<file path="config.mk">
export PLATFORM = sky130hd
export DESIGN_NAME = div_unit_flat
export DESIGN_NICKNAME = d
export VERILOG_FILES = /design/src/rtl/div_unit_pkg.sv /design/src/rtl/div_unit_if.sv /design/src/rtl/div_unit_step.sv /design/src/rtl/div_unit.sv /design/src/flat_wrapper.sv
export SDC_FILE = /design/constraint.sdc
export NUM_CORES = 1
export LEC_CHECK = 0
export CAP_MARGIN = 10
export CORE_MARGIN = 2
export CORE_UTILIZATION = 44
export DETAILED_ROUTE_END_ITERATION = 8
export SLEW_MARGIN = 10
export SYNTH_ARGS = -nofsm -noshare
export SYNTH_HDL_FRONTEND = slang
export SYNTH_SLANG_ARGS = --single-unit
</file>
<file path="constraint.sdc">
create_clock -name clk -period 7.71 [get_ports clk]
set_input_delay 1.542 -clock clk [delete_from_list [all_inputs] [get_ports clk]]
set_output_delay 1.542 -clock clk [all_outputs]
set_load 0.01 [all_outputs]
</file>
<file path="src/rtl/div_unit_pkg.sv">
// -----------------------------------------------------------------------------
// div_unit_pkg
//   Shared definitions for the RV32M iterative divider: funct3 encodings,
//   FSM state type, fixed result constants and small decode helpers.
//   No ports.
// -----------------------------------------------------------------------------
package div_unit_pkg;

    localparam int unsigned XLEN = 32;

    // funct3 encodings of the RV32M divide/remainder instructions
    localparam logic [2:0] INST_DIV  = 3'b100;
    localparam logic [2:0] INST_DIVU = 3'b101;
    localparam logic [2:0] INST_REM  = 3'b110;
    localparam logic [2:0] INST_REMU = 3'b111;

    typedef enum logic [1:0] {
        DIV_IDLE = 2'd0,
        DIV_CALC = 2'd1,
        DIV_END  = 2'd2
    } div_state_e;

    localparam logic [XLEN-1:0] DIV_ALL_ONES = '1;
    localparam logic [XLEN-1:0] DIV_ZERO     = '0;
    localparam logic [XLEN-1:0] DIV_INT_MIN  = 32'h8000_0000;

    function automatic logic op_is_signed(input logic [2:0] op);
        return (op == INST_DIV) || (op == INST_REM);
    endfunction

    function automatic logic op_is_rem(input logic [2:0] op);
        return (op == INST_REM) || (op == INST_REMU);
    endfunction

endpackage

</file>
<file path="src/rtl/div_unit_if.sv">
// -----------------------------------------------------------------------------
// div_unit_if
//   Request/response bundle between the EX stage and the divider.
//   master : pipeline side (drives start/op/operands/rd/flush)
//   slave  : divider side (drives busy/ready/result/rd/wen)
//   Signals:
//     start_i, op_i[2:0], op1_i[31:0], op2_i[31:0], rd_addr_i[4:0], flush_i
//     busy_o, ready_o, result_o[31:0], rd_addr_o[4:0], reg_wen_o
// -----------------------------------------------------------------------------
interface div_unit_if;

    logic        start_i;
    logic [2:0]  op_i;
    logic [31:0] op1_i;
    logic [31:0] op2_i;
    logic [4:0]  rd_addr_i;
    logic        flush_i;

    logic        busy_o;
    logic        ready_o;
    logic [31:0] result_o;
    logic [4:0]  rd_addr_o;
    logic        reg_wen_o;

    modport master (
        output start_i, op_i, op1_i, op2_i, rd_addr_i, flush_i,
        input  busy_o, ready_o, result_o, rd_addr_o, reg_wen_o
    );

    modport slave (
        input  start_i, op_i, op1_i, op2_i, rd_addr_i, flush_i,
        output busy_o, ready_o, result_o, rd_addr_o, reg_wen_o
    );

endinterface

</file>
<file path="src/rtl/div_unit_step.sv">
// -----------------------------------------------------------------------------
// div_step
//   One restoring shift-subtract iteration (purely combinational).
//   Ports:
//     rem_i  partial remainder in      quo_i  quotient / dividend shift reg in
//     dvs_i  divisor (magnitude)
//     rem_o  next partial remainder    quo_o  next quotient
// -----------------------------------------------------------------------------
module div_step (
    input  logic [31:0] rem_i,
    input  logic [31:0] quo_i,
    input  logic [31:0] dvs_i,
    output logic [31:0] rem_o,
    output logic [31:0] quo_o
);

    logic [32:0] shifted;
    logic [31:0] sub;
    logic        fits;

    always_comb begin
        // dividend bits enter the remainder from the top of the quotient register
        shifted = {rem_i, quo_i[31]};
        fits    = (shifted >= {1'b0, dvs_i});
        // when it fits the true difference is < 2^32, so the low 32 bits suffice
        sub     = shifted[31:0] - dvs_i;
        if (fits) begin
            rem_o = sub;
            quo_o = {quo_i[30:0], 1'b1};
        end else begin
            rem_o = shifted[31:0];
            quo_o = {quo_i[30:0], 1'b0};
        end
    end

endmodule

</file>
<file path="src/rtl/div_unit.sv">
// -----------------------------------------------------------------------------
// div_unit
//   Iterative 32-bit divider for RV32M DIV/DIVU/REM/REMU (32 restoring steps).
//   Ports:
//     clk    system clock
//     rst_n  asynchronous active-low reset
//     bus    div_unit_if.slave (start/op/operands/rd/flush in;
//            busy/ready/result/rd/wen out)
//   Build option:
//     DIV_EARLY_OUT_EN  divisor-zero and signed-overflow cases skip the
//                       iterations and finish one cycle after start.
// -----------------------------------------------------------------------------
module div_unit
    import div_unit_pkg::*;
(
    input  logic       clk,
    input  logic       rst_n,
    div_unit_if.slave  bus
);

    div_state_e  state_q, state_d;
    logic [4:0]  cnt_q;
    logic [31:0] rem_q, quo_q, dvs_q, dvd_q;
    logic [4:0]  rd_q;
    logic        is_rem_q, neg_quo_q, neg_rem_q, div0_q, ovf_q;

    logic [31:0] result_q;
    logic [4:0]  rd_out_q;
    logic        ready_q;

    logic        accept;
    logic        in_signed, in_div0, in_ovf;
    logic [31:0] in_dvd_abs, in_dvs_abs;
    logic [31:0] step_rem, step_quo;
    logic [31:0] final_res;
    logic        done;

    // ---------------- request decode ----------------
    always_comb begin
        accept     = (state_q == DIV_IDLE) && bus.start_i && !bus.flush_i;
        in_signed  = op_is_signed(bus.op_i);
        in_div0    = (bus.op2_i == DIV_ZERO);
        in_ovf     = in_signed && (bus.op1_i == DIV_INT_MIN) && (bus.op2_i == DIV_ALL_ONES);
        in_dvd_abs = (in_signed && bus.op1_i[31]) ? (DIV_ZERO - bus.op1_i) : bus.op1_i;
        in_dvs_abs = (in_signed && bus.op2_i[31]) ? (DIV_ZERO - bus.op2_i) : bus.op2_i;
    end

    div_step u_step (
        .rem_i (rem_q),
        .quo_i (quo_q),
        .dvs_i (dvs_q),
        .rem_o (step_rem),
        .quo_o (step_quo)
    );

    // ---------------- FSM ----------------
    always_ff @(posedge clk or negedge rst_n) begin
        if (!rst_n) state_q <= DIV_IDLE;
        else        state_q <= state_d;
    end

    always_comb begin
        state_d = state_q;
        if (bus.flush_i) begin
            state_d = DIV_IDLE;
        end else begin
            unique case (state_q)
                DIV_IDLE: begin
                    if (bus.start_i) begin
`ifdef DIV_EARLY_OUT_EN
                        state_d = (in_div0 || in_ovf) ? DIV_END : DIV_CALC;
`else
                        state_d = DIV_CALC;
`endif
                    end
                end
                DIV_CALC: if (cnt_q == 5'd31) state_d = DIV_END;
                DIV_END:  state_d = DIV_IDLE;
                default:  state_d = DIV_IDLE;
            endcase
        end
    end

    // ---------------- result selection ----------------
    // Special cases are overridden from latched flags so the result does not
    // depend on whether the iterations actually ran.
    always_comb begin
        final_res = DIV_ZERO;
        if (div0_q) begin
            final_res = is_rem_q ? dvd_q : DIV_ALL_ONES;
        end else if (ovf_q) begin
            final_res = is_rem_q ? DIV_ZERO : DIV_INT_MIN;
        end else if (is_rem_q) begin
            final_res = neg_rem_q ? (DIV_ZERO - rem_q) : rem_q;
        end else begin
            final_res = neg_quo_q ? (DIV_ZERO - quo_q) : quo_q;
        end
        done = (state_q == DIV_END) && !bus.flush_i;
    end

    // ---------------- datapath ----------------
    always_ff @(posedge clk or negedge rst_n) begin
        if (!rst_n) begin
            cnt_q     <= '0;
            rem_q     <= '0;
            quo_q     <= '0;
            dvs_q     <= '0;
            dvd_q     <= '0;
            rd_q      <= '0;
            is_rem_q  <= 1'b0;
            neg_quo_q <= 1'b0;
            neg_rem_q <= 1'b0;
            div0_q    <= 1'b0;
            ovf_q     <= 1'b0;
        end else if (accept) begin
            cnt_q     <= '0;
            rem_q     <= '0;
            quo_q     <= in_dvd_abs;
            dvs_q     <= in_dvs_abs;
            dvd_q     <= bus.op1_i;
            rd_q      <= bus.rd_addr_i;
            is_rem_q  <= op_is_rem(bus.op_i);
            neg_quo_q <= in_signed && (bus.op1_i[31] ^ bus.op2_i[31]);
            neg_rem_q <= in_signed && bus.op1_i[31];
            div0_q    <= in_div0;
            ovf_q     <= in_ovf;
        end else if (state_q == DIV_CALC) begin
            cnt_q <= cnt_q + 5'd1;
            rem_q <= step_rem;
            quo_q <= step_quo;
        end
    end

    // ---------------- outputs (zero outside the ready pulse) ----------------
    always_ff @(posedge clk or negedge rst_n) begin
        if (!rst_n) begin
            ready_q  <= 1'b0;
            result_q <= '0;
            rd_out_q <= '0;
        end else begin
            ready_q  <= done;
            result_q <= done ? final_res : DIV_ZERO;
            rd_out_q <= done ? rd_q : 5'd0;
        end
    end

    assign bus.busy_o    = (state_q != DIV_IDLE);
    assign bus.ready_o   = ready_q;
    assign bus.result_o  = result_q;
    assign bus.rd_addr_o = rd_out_q;
    assign bus.reg_wen_o = ready_q;

endmodule
</file>
<file path="src/flat_wrapper.sv">
// flat-port wrapper written by rule: the top's interface ports become plain ports
module div_unit_flat import div_unit_pkg::*;
  (clk, rst_n, bus_start_i, bus_op_i, bus_op1_i, bus_op2_i, bus_rd_addr_i, bus_flush_i, bus_busy_o, bus_ready_o, bus_result_o, bus_rd_addr_o, bus_reg_wen_o);
  div_unit_if bus_i ();
  input  logic clk;
  input  logic rst_n;
  input wire logic [$bits(bus_i.start_i)-1:0] bus_start_i;
  input wire logic [$bits(bus_i.op_i)-1:0] bus_op_i;
  input wire logic [$bits(bus_i.op1_i)-1:0] bus_op1_i;
  input wire logic [$bits(bus_i.op2_i)-1:0] bus_op2_i;
  input wire logic [$bits(bus_i.rd_addr_i)-1:0] bus_rd_addr_i;
  input wire logic [$bits(bus_i.flush_i)-1:0] bus_flush_i;
  output wire logic [$bits(bus_i.busy_o)-1:0] bus_busy_o;
  output wire logic [$bits(bus_i.ready_o)-1:0] bus_ready_o;
  output wire logic [$bits(bus_i.result_o)-1:0] bus_result_o;
  output wire logic [$bits(bus_i.rd_addr_o)-1:0] bus_rd_addr_o;
  output wire logic [$bits(bus_i.reg_wen_o)-1:0] bus_reg_wen_o;
  assign bus_i.start_i = bus_start_i;
  assign bus_i.op_i = bus_op_i;
  assign bus_i.op1_i = bus_op1_i;
  assign bus_i.op2_i = bus_op2_i;
  assign bus_i.rd_addr_i = bus_rd_addr_i;
  assign bus_i.flush_i = bus_flush_i;
  assign bus_busy_o = bus_i.busy_o;
  assign bus_ready_o = bus_i.ready_o;
  assign bus_result_o = bus_i.result_o;
  assign bus_rd_addr_o = bus_i.rd_addr_o;
  assign bus_reg_wen_o = bus_i.reg_wen_o;
  div_unit u_core (.clk(clk), .rst_n(rst_n), .bus(bus_i));
endmodule
</file>
==> impl_metrics.py, run 1 <==
metrics = {
    "pwr": {
        "vdd_drop_max_mv": 0.1853,
        "p_seq_frac": 0.314,
        "power.switching_w": 0.002126,
        "p_leak_nw": 6.082,
        "swShare": 0.4505,
        "p_int_w": 0.002593,
        "clkPwrFrac": 0.183,
        "p_comb_frac": 0.503,
        "p_per_area_nw_per_um2": 331.6,
    },
    "sta": {
        "timing.final.crit_share": 0.5603,
        "setup_viol": 0,
        "worst-slew-pin-transition_ns": 1.065,
        "final-max-slew-violation-count": 0,
        "fin_crit_ns": 4.320,
        "final.setup.worst_slack_ns": 3.390,
        "hold_viol_final": 0,
        "slew_headroom": 0.2898,
        "finClkSkew_ns": 0.01136,
        "max_freq_mhz": 231.5,
        "fin_setup_tns_ns": 0,
        "rsz0062_at_grt": "no",
    },
    "place": {
        "gp_congestion": 0.9360,
        "placed_area_um2": 13660,
        "dp_hpwl_um": 25410,
        "pre_cts_slack_ns": 2.996,
        "dp_cells": 1944,
        "io_buffers": 115,
    },
    "flow_run": {
        "cap_violations": 0,
    },
    "worst_setup_path": {
        "setup.worst_path.end_class": "register",
        "rr_endpoint": "u_core.rem_q[9]",
        "r2r-start": "u_core.rem_q[24]",
        "cp.arrival_ns": 4.60,
        "r2r_setup_slack_ns": 3.75,
        "worstPathMaxFanout": 6,
        "cp-start-kind": "input pin",
        "reg2reg_depth": 10,
        "required_ns": 8.00,
        "path_class": "input pin to register",
    },
    "worst_hold_path": {
        "hold_path_class": "register to register",
        "whs_endpoint": "u_core.rd_q[4]",
        "hold_start": "u_core.rd_q[4]",
        "whs_path_depth": 2,
    },
    "synthesis": {
        "synthCells": 1529,
        "yosys.area.top_type_share": 0.3718,
        "syn_area_um2": 12320,
        "synthDistinctLibCells": 78,
        "synth.avg_cell_area_um2": 8.055,
        "synthFlopType": "dfrtp_1",
        "synth_top_area_cell": "dfrtp_1",
        "syn_nets": 1645,
        "synth_edf_count": 0,
        "ys_top_cells_by_area": "dfrtp_1, nand2_1, xnor2_1",
        "yosys_warnings": 0,
        "ys_ff_latch": 183,
        "ys_seq_area_frac": 0.3718,
        "synth-async-reset-ratio": 1.000,
    },
    "global_routing": {
        "grt_overflow": 0,
        "first_global_vias": 10521,
        "grt_pass1_wl_um": 56900,
        "grt_max_degree": 106,
        "antenna_found_initial": 1,
        "grt_usage": 0.2458,
    },
    "drt": {
        "routed_wl_um": 35100,
        "ant_nets": 0,
        "drc": 0,
        "wl_per_cell_um": 17.75,
        "num_vias": 11162,
        "firstDrtPassIters": 5,
        "vias_per_cell": 5.646,
        "first_iter_violations": 1042,
    },
    "floorplanning": {
        "fp.dieH_um": 171.3,
        "io_pins": 116,
        "fp.dieW_um": 171.3,
        "core-area_um2": 27710,
        "fp.dieArea_um2": 29350,
        "rows": 61,
        "initial_utilization": 0.4446,
    },
    "clock_network": {
        "post_cts_resized": 0,
        "holdBufCountCts": 0,
        "clk_pin_slew_ns": 0.07,
        "cts_max_path_buffers": 2,
        "cts_buffers": 17,
        "clock_latency_ns": 0.43,
        "htreeDepth": 4,
        "numClockSinks": 183,
        "cts_tree": "done",
        "clk_root_buffer_cell": "clkbuf_16",
        "cts_setup_buffers": 0,
    },
    "layout": {
        "layout_common_cells": "nand2_1, dfrtp_1, nor2_1, clkdlybuf4s50_1, a21oi_1",
        "regArea_um2": 4579,
        "final_common_cell": "nand2_1",
        "fin_cells": 1977,
        "finalInstanceArea_um2": 14230,
        "drive_gt1_frac": 0.04568,
        "multiInputGateArea_um2": 7138,
        "fill_cells": 2709,
        "area_growth_syn_to_layout_pct": 15.55,
        "nNetsFinal": 1701,
    },
    "run_status": {
        "outcome": "finished clean",
    },
}
-- worst max-delay path: stages --
cell,delay [ns]
clkdlybuf4s50_1,0.51
nor4_1,0.75
nand4_1,0.47
nor2_2,0.30
nand2_1,0.12
or4_4,0.46
o31ai_2,0.21
xor2_1,0.17
a21oi_1,0.08
-- power by group through the flow --
stage | Clock [W] | Combinational [W] | Sequential (W)
detailed placement | 0 | 0.00234 | 0.00149
CTS | 0.000882 | 0.00236 | 0.00147
global route | 0.000922 | 0.00266 | 0.00152
floorplan | 0 | 0.00185 | 0.00137
global placement | 0 | 0.00231 | 0.00148
finish | 0.000865 | 0.00237 | 0.00148
-- sequential cells by signal (all words and copies together) (netlist names) --
signal / cells
u_core.bus.result_o: 32
u_core.ovf_q: 1
u_core.state_q: 2
u_core.div0_q: 1
u_core.cnt_q: 5
u_core.dvs_q: 32
u_core.quo_q: 32
u_core.is_rem_q: 1
u_core.bus.rd_addr_o: 5
u_core.dvd_q: 32
u_core.rd_q: 5
u_core.bus.ready_o: 1
u_core.rem_q: 32
u_core.neg_rem_q: 1
u_core.neg_quo_q: 1
-- final cells by class --
| cell class | count | area share |
|---|---|---|
| clock inverters | 11 | 0.007912 |
| flip-flops and latches | 183 | 0.3218 |
| well taps | 378 | 0.03323 |
| diodes | 1 | 0.0001758 |
| multi-input cells | 1199 | 0.5015 |
| inverters | 55 | 0.01451 |
| repair buffers | 129 | 0.08853 |
| clock buffers | 21 | 0.03235 |
-- routing by layer --
| layer | part of all wire | up-vias | GRT usage |
|---|---|---|---|
| met2 | 0.47 | 351 | 0.4045 |
| li1 | - | 5484 | - |
| met3 | 0.048 | 40 | 0.02945 |
| met1 | 0.46 | 5287 | 0.3419 |
| met4 | 0.019 | 0 | 0.06927 |
| met5 | 0 | - | 0 |
-- synthesized netlist by cell type, types with 16 or more instances --
cell / instances
a211oi_1: 17
a21oi_1: 89
a31oi_1: 34
a32oi_1: 16
clkbuf_1: 72
dfrtp_1: 183
ha_1: 39
inv_1: 55
nand2_1: 313
nand3_1: 19
nand4_1: 20
nor2_1: 119
nor3_1: 27
o21ai_0: 87
o21ai_1: 55
o31ai_1: 19
xnor2_1: 86
xor2_1: 58
-- metrics by stage --
step | hold WS [ns] | power [W] | utilization
floorplan | 0.4379 | 0.003214 | -
global placement | 0.4519 | 0.003793 | 0.4929
detailed placement | 0.4567 | 0.003829 | 0.4929
CTS | 0.4762 | 0.004710 | 0.5136
global route | 0.5062 | 0.005104 | 0.5137
finish | 0.4739 | 0.004719 | 0.5137
-- cells by family after synthesis --
logic type | Yosys count | share of synthesized area
AO/OA/AOI/OAI | 405 | 0.2041
XOR/XNOR | 144 | 0.1024
adder cells (fa/ha/maj) | 40 | 0.04124
buffers and inverters | 147 | 0.05039
flip-flops | 183 | 0.3718
multiplexers | 13 | 0.01056
AND/OR/NAND/NOR | 597 | 0.2195
-- how the worst max path moves through the flow --
| stage | from | to | slack, ns | cells after the start |
|---|---|---|---|---|
| 2_1_floorplan | bus_op1_i[14] | u_core.quo_q[29] | 4.05 | 8 |
| 3_3_place_gp | bus_op1_i[2] | u_core.quo_q[30] | 3.01 | 9 |
| 3_5_place_dp | bus_op1_i[2] | u_core.quo_q[30] | 3.00 | 9 |
| 4_1_cts | bus_op1_i[2] | u_core.quo_q[30] | 3.42 | 9 |
| 5_1_grt | bus_op1_i[2] | u_core.quo_q[30] | 3.11 | 9 |
| 6_report | bus_op1_i[2] | u_core.quo_q[30] | 3.39 | 9 |
Power figures use the tool's default switching activity.
==> inputs of run 2 (changes only) <==
Clock period 7.71 ns to 4.25 ns, I/O delays scaled along.
==> impl_metrics.py, run 2 (synthesized netlist as in run 1, its figures left out) <==
metrics = {
    "clock_network": {
        "clk_pin_slew_ns": 0.07,
        "cts_buffers": 17,
        "holdBufCountCts": 0,
        "cts_setup_buffers": 0,
        "cts_max_path_buffers": 2,
        "cts_tree": "done",
        "clock_latency_ns": 0.44,
        "numClockSinks": 183,
        "clk_root_buffer_cell": "clkbuf_16",
        "htreeDepth": 4,
        "post_cts_resized": 0,
    },
    "worst_setup_path": {
        "r2r_setup_slack_ns": 0.89,
        "rr_endpoint": "u_core.rem_q[9]",
        "path_class": "register to register",
        "setup.worst_path.end_class": "register",
        "worstPathMaxFanout": 15,
        "crit_start": "u_core.rem_q[21]",
        "required_ns": 4.61,
        "cp-start-kind": "register",
        "cp-endpoint": "u_core.rem_q[9]",
        "cp.arrival_ns": 3.72,
        "reg2reg_depth": 9,
        "r2r-start": "u_core.rem_q[21]",
    },
    "sta": {
        "timing.final.crit_share": 0.7900,
        "fin_setup_tns_ns": 0,
        "fin_crit_ns": 3.358,
        "max_freq_mhz": 297.8,
        "slew_headroom": 0.3508,
        "hold_viol_final": 0,
        "setup_viol": 0,
        "rsz0062_at_grt": "no",
        "final-max-slew-violation-count": 0,
        "worst-slew-pin-transition_ns": 0.9738,
        "finClkSkew_ns": 0.01464,
    },
    "drt": {
        "wl_per_cell_um": 17.92,
        "routed_wl_um": 35690,
        "first_iter_violations": 854,
        "ant_nets": 0,
        "vias_per_cell": 5.626,
        "drc": 0,
        "firstDrtPassIters": 5,
        "num_vias": 11206,
    },
    "worst_hold_path": {
        "hold_path_class": "register to register",
    },
    "place": {
        "gp_congestion": 0.9199,
        "io_buffers": 115,
        "dp_hpwl_um": 26380,
    },
    "pwr": {
        "power.switching_w": 0.003944,
        "p_per_area_nw_per_um2": 603.1,
        "p_comb_frac": 0.512,
        "p_seq_frac": 0.309,
        "power_w": 0.008657,
        "clkPwrFrac": 0.179,
        "p_int_w": 0.004714,
        "p_leak_nw": 6.167,
        "swShare": 0.4555,
        "vdd_drop_max_mv": 0.2947,
    },
    "global_routing": {
        "grt_usage": 0.2477,
        "antenna_found_initial": 0,
        "grt_overflow": 0,
        "grt_pass1_wl_um": 57240,
        "first_global_vias": 10454,
        "grt_max_degree": 98,
    },
    "floorplanning": {
        "fp.dieW_um": 171.3,
        "fp.dieArea_um2": 29350,
        "initial_utilization": 0.4446,
        "fp.dieH_um": 171.3,
        "io_pins": 116,
        "rows": 61,
        "core-area_um2": 27710,
    },
    "layout": {
        "drive_gt1_frac": 0.05638,
        "final_core_util": 0.5181,
        "area_growth_syn_to_layout_pct": 16.55,
        "diodes": 0,
        "layout_common_cells": "nand2_1, dfrtp_1, nor2_1, clkdlybuf4s50_1, a21oi_1",
        "nNetsFinal": 1717,
        "fill_cells": 2686,
        "final_common_cell": "nand2_1",
    },
    "run_status": {
        "outcome": "finished clean",
    },
    "flow_run": {
        "cap_violations": 0,
    },
}
[run 2: routing by layer]
| layer | GRT usage | share of wire |
|---|---|---|
| met1 | 0.3517 | 0.47 |
| met2 | 0.4009 | 0.47 |
| met3 | 0.02807 | 0.044 |
| met4 | 0.06853 | 0.020 |
| met5 | 0 | 0 |
[run 2: how the worst min path moves through the flow]
stage / depth (start not counted) / endpoint / startpoint
3_5_place_dp: 2 / u_core.rd_q[3] / u_core.rd_q[3]
6_report: 2 / u_core.rd_q[2] / u_core.rd_q[2]
3_3_place_gp: 2 / u_core.rd_q[3] / u_core.rd_q[3]
2_1_floorplan: 2 / u_core.rd_q[0] / u_core.rd_q[0]
4_1_cts: 2 / u_core.rd_q[4] / u_core.rd_q[4]
5_1_grt: 2 / u_core.dvd_q[6] / u_core.dvd_q[6]
[run 2: cell type report]
type	instances	area [um2]	area share
Sequential cell	183	4579	0.3190
Inverter	55	206.4	0.01438
Timing Repair Buffer	145	1393	0.09701
Tap cell	378	473.0	0.03295
Clock buffer	19	452.9	0.03155
Multi-Input combinational cell	1199	7138	0.4973
Clock inverter	13	112.6	0.007845
[run 2: worst max-delay path: stages, from the launching register on]
cell       delay, ns
dfrtp_1         0.47
ha_1            0.48
nand4_1         0.29
or4_1           0.53
a2111oi_0       0.40
a221o_1         0.26
o21ai_2         0.09
or2_1           0.44
a31o_1          0.28
nand2_1         0.05
[run 2: power by group through the flow]
stage / clock [W] / combinational, W / sequential (W)
4_1_cts: 0.00158 / 0.00441 / 0.00265
2_1_floorplan: 0 / 0.00335 / 0.00248
3_5_place_dp: 0 / 0.00439 / 0.00268
3_3_place_gp: 0 / 0.00437 / 0.00267
6_report: 0.00155 / 0.00443 / 0.00267
5_1_grt: 0.00166 / 0.00497 / 0.00274
[run 2: through the flow]
stage          setup WS (ns)  cells  area (um2)  hold WS, ns
6_report              0.8923   1992       14360       0.4755
5_1_grt               0.7254   1992       14360       0.5032
4_1_cts               0.9612   1992       14360       0.4792
3_5_place_dp          0.6066   1960       13790       0.4600
3_3_place_gp          0.6045   1960       13790       0.4523
2_1_floorplan          1.286   1529       12320       0.4379
==> inputs of run 3 (changes only) <==
Clock period 4.25 ns to 3.3 ns, I/O delays scaled along.
==> impl_metrics.py, run 3 (synthesized netlist as in run 1, its figures left out) <==
metrics = {
    "global_routing": {
        "first_global_vias": 10970,
        "grt_max_degree": 69,
        "grt_overflow": 0,
        "grt_pass1_wl_um": 58740,
        "antenna_found_initial": 0,
        "grt_usage": 0.2579,
    },
    "drt": {
        "num_vias": 11412,
        "first_iter_violations": 895,
        "vias_per_cell": 5.540,
        "routed_wl_um": 36970,
        "drc": 0,
        "ant_nets": 0,
        "firstDrtPassIters": 8,
        "wl_per_cell_um": 17.94,
    },
    "run_status": {
        "outcome": "finished clean",
    },
    "floorplanning": {
        "fp.dieW_um": 171.3,
        "io_pins": 116,
        "core-area_um2": 27710,
        "fp.dieH_um": 171.3,
        "fp.dieArea_um2": 29350,
        "initial_utilization": 0.4446,
        "rows": 61,
    },
    "worst_setup_path": {
        "cp.arrival_ns": 3.42,
        "worstPathMaxFanout": 11,
        "cp_top_family": "simple AND/OR/NAND/NOR gates",
        "slowest_delay_ns": 0.55,
        "cp-start-kind": "register",
        "cp_slowest_cell": "or4_1",
        "setup.worst_path.end_class": "register",
        "required_ns": 3.66,
        "path_class": "register to register",
        "worst-path-buf-inv": 1,
        "crit_path_cell_trace": "ha_1 -> nand2_1 -> or4_1 -> a2111oi_0 -> a221o_1 -> o21ai_2 -> or2_1 -> buf_12 -> o21ai_1",
    },
    "layout": {
        "layout_common_cells": "nand2_1, dfrtp_1, nor2_1, clkdlybuf4s50_1, buf_4",
        "finalInstanceArea_um2": 14950,
        "nNetsFinal": 1785,
        "final_common_cell": "nand2_1",
        "area_growth_syn_to_layout_pct": 21.35,
        "drive_gt1_frac": 0.09453,
        "diodes": 0,
    },
    "place": {
        "dp_hpwl_um": 27900,
        "pre_cts_slack_ns": 0.03086,
        "gp_congestion": 0.8759,
        "placed_area_um2": 14390,
        "io_buffers": 115,
    },
    "sta": {
        "final-max-slew-violation-count": 0,
        "max_freq_mhz": 326.6,
        "rsz0062_at_grt": "no",
        "slew_headroom": 0.4210,
        "final.setup.worst_slack_ns": 0.2381,
        "timing.final.crit_share": 0.9279,
        "fin_setup_tns_ns": 0,
        "worst-slew-pin-transition_ns": 0.8606,
        "hold_slack_ns": 0.2117,
        "finClkSkew_ns": 0.01553,
        "fin_crit_ns": 3.062,
        "hold_viol_final": 0,
        "setup_viol": 0,
    },
    "pwr": {
        "p_per_area_nw_per_um2": 778.8,
        "p_seq_frac": 0.286,
        "vdd_drop_max_mv": 0.4343,
        "power_w": 0.01164,
        "power.switching_w": 0.005248,
        "p_int_w": 0.006393,
        "p_comb_frac": 0.542,
        "clkPwrFrac": 0.172,
        "swShare": 0.4508,
        "p_leak_nw": 6.538,
    },
    "clock_network": {
        "clk_pin_slew_ns": 0.08,
        "htreeDepth": 4,
        "cts_setup_buffers": 0,
        "cts_tree": "done",
        "clk_root_buffer_cell": "clkbuf_16",
        "clock_latency_ns": 0.44,
        "post_cts_resized": 0,
        "cts_max_path_buffers": 2,
        "cts_buffers": 17,
        "holdBufCountCts": 0,
        "numClockSinks": 183,
    },
    "worst_hold_path": {
        "hold_path_class": "input pin to async pin",
    },
    "flow_run": {
        "cap_violations": 0,
    },
}
[run 3: cell count changes in the layout (fill, tap and decap cells not counted), sizes merged]
cell      change
inv           +2
clkbuf        -2
clkinvlp      -2
buf          +68
clkinv        +2
[run 3: through the flow]
stage,utilization,std cells
2_1_floorplan,-,1529
3_3_place_gp,0.5193,2028
3_5_place_dp,0.5193,2028
4_1_cts,0.5395,2060
5_1_grt,0.5395,2060
6_report,0.5395,2060
[run 3: cell type report]
| cell class | instances | area, um2 |
|---|---|---|
| Clock buffer | 17 | 425.4 |
| Clock inverter | 15 | 133.9 |
| Tap cell | 378 | 473.0 |
| Fill cell | 2666 | 12760 |
| Multi-Input combinational cell | 1199 | 7138 |
| Timing Repair Buffer | 213 | 1991 |
| Sequential cell | 183 | 4579 |
| Inverter | 55 | 206.4 |
[run 3: power groups by stage]
stage | Combinational [W] | Sequential (W) | Clock [W]
final | 0.00630 | 0.00333 | 0.00200
after global routing | 0.00699 | 0.00341 | 0.00213
after CTS | 0.00629 | 0.00331 | 0.00204
after detailed placement | 0.00626 | 0.00335 | 0
after global placement | 0.00620 | 0.00334 | 0
after floorplan | 0.00431 | 0.00320 | 0
[run 3: path summary, 6_finish.rpt]
path / start / end / slack (ns) / cells past startpoint
worst max register to register: u_core.rem_q[15] / u_core.rem_q[22] / 0.24 / 9
max in group asynchronous: rst_n / u_core.quo_q[28] / 2.32 / 2
worst max-delay path: u_core.rem_q[15] / u_core.rem_q[22] / 0.24 / 9
min in group clk: u_core.rd_q[2] / u_core.rd_q[2] / 0.47 / 2
worst min register to register: u_core.rd_q[2] / u_core.rd_q[2] / 0.47 / 2
worst min-delay path: rst_n / u_core.dvd_q[10] / 0.21 / 1
[run 3: per-layer routing]
metal / track usage / wire [um]
met1: 0.3474 / 16860
met2: 0.4232 / 17340
met3: 0.03774 / 1667
met4: 0.09175 / 1092
met5: 0 / 0
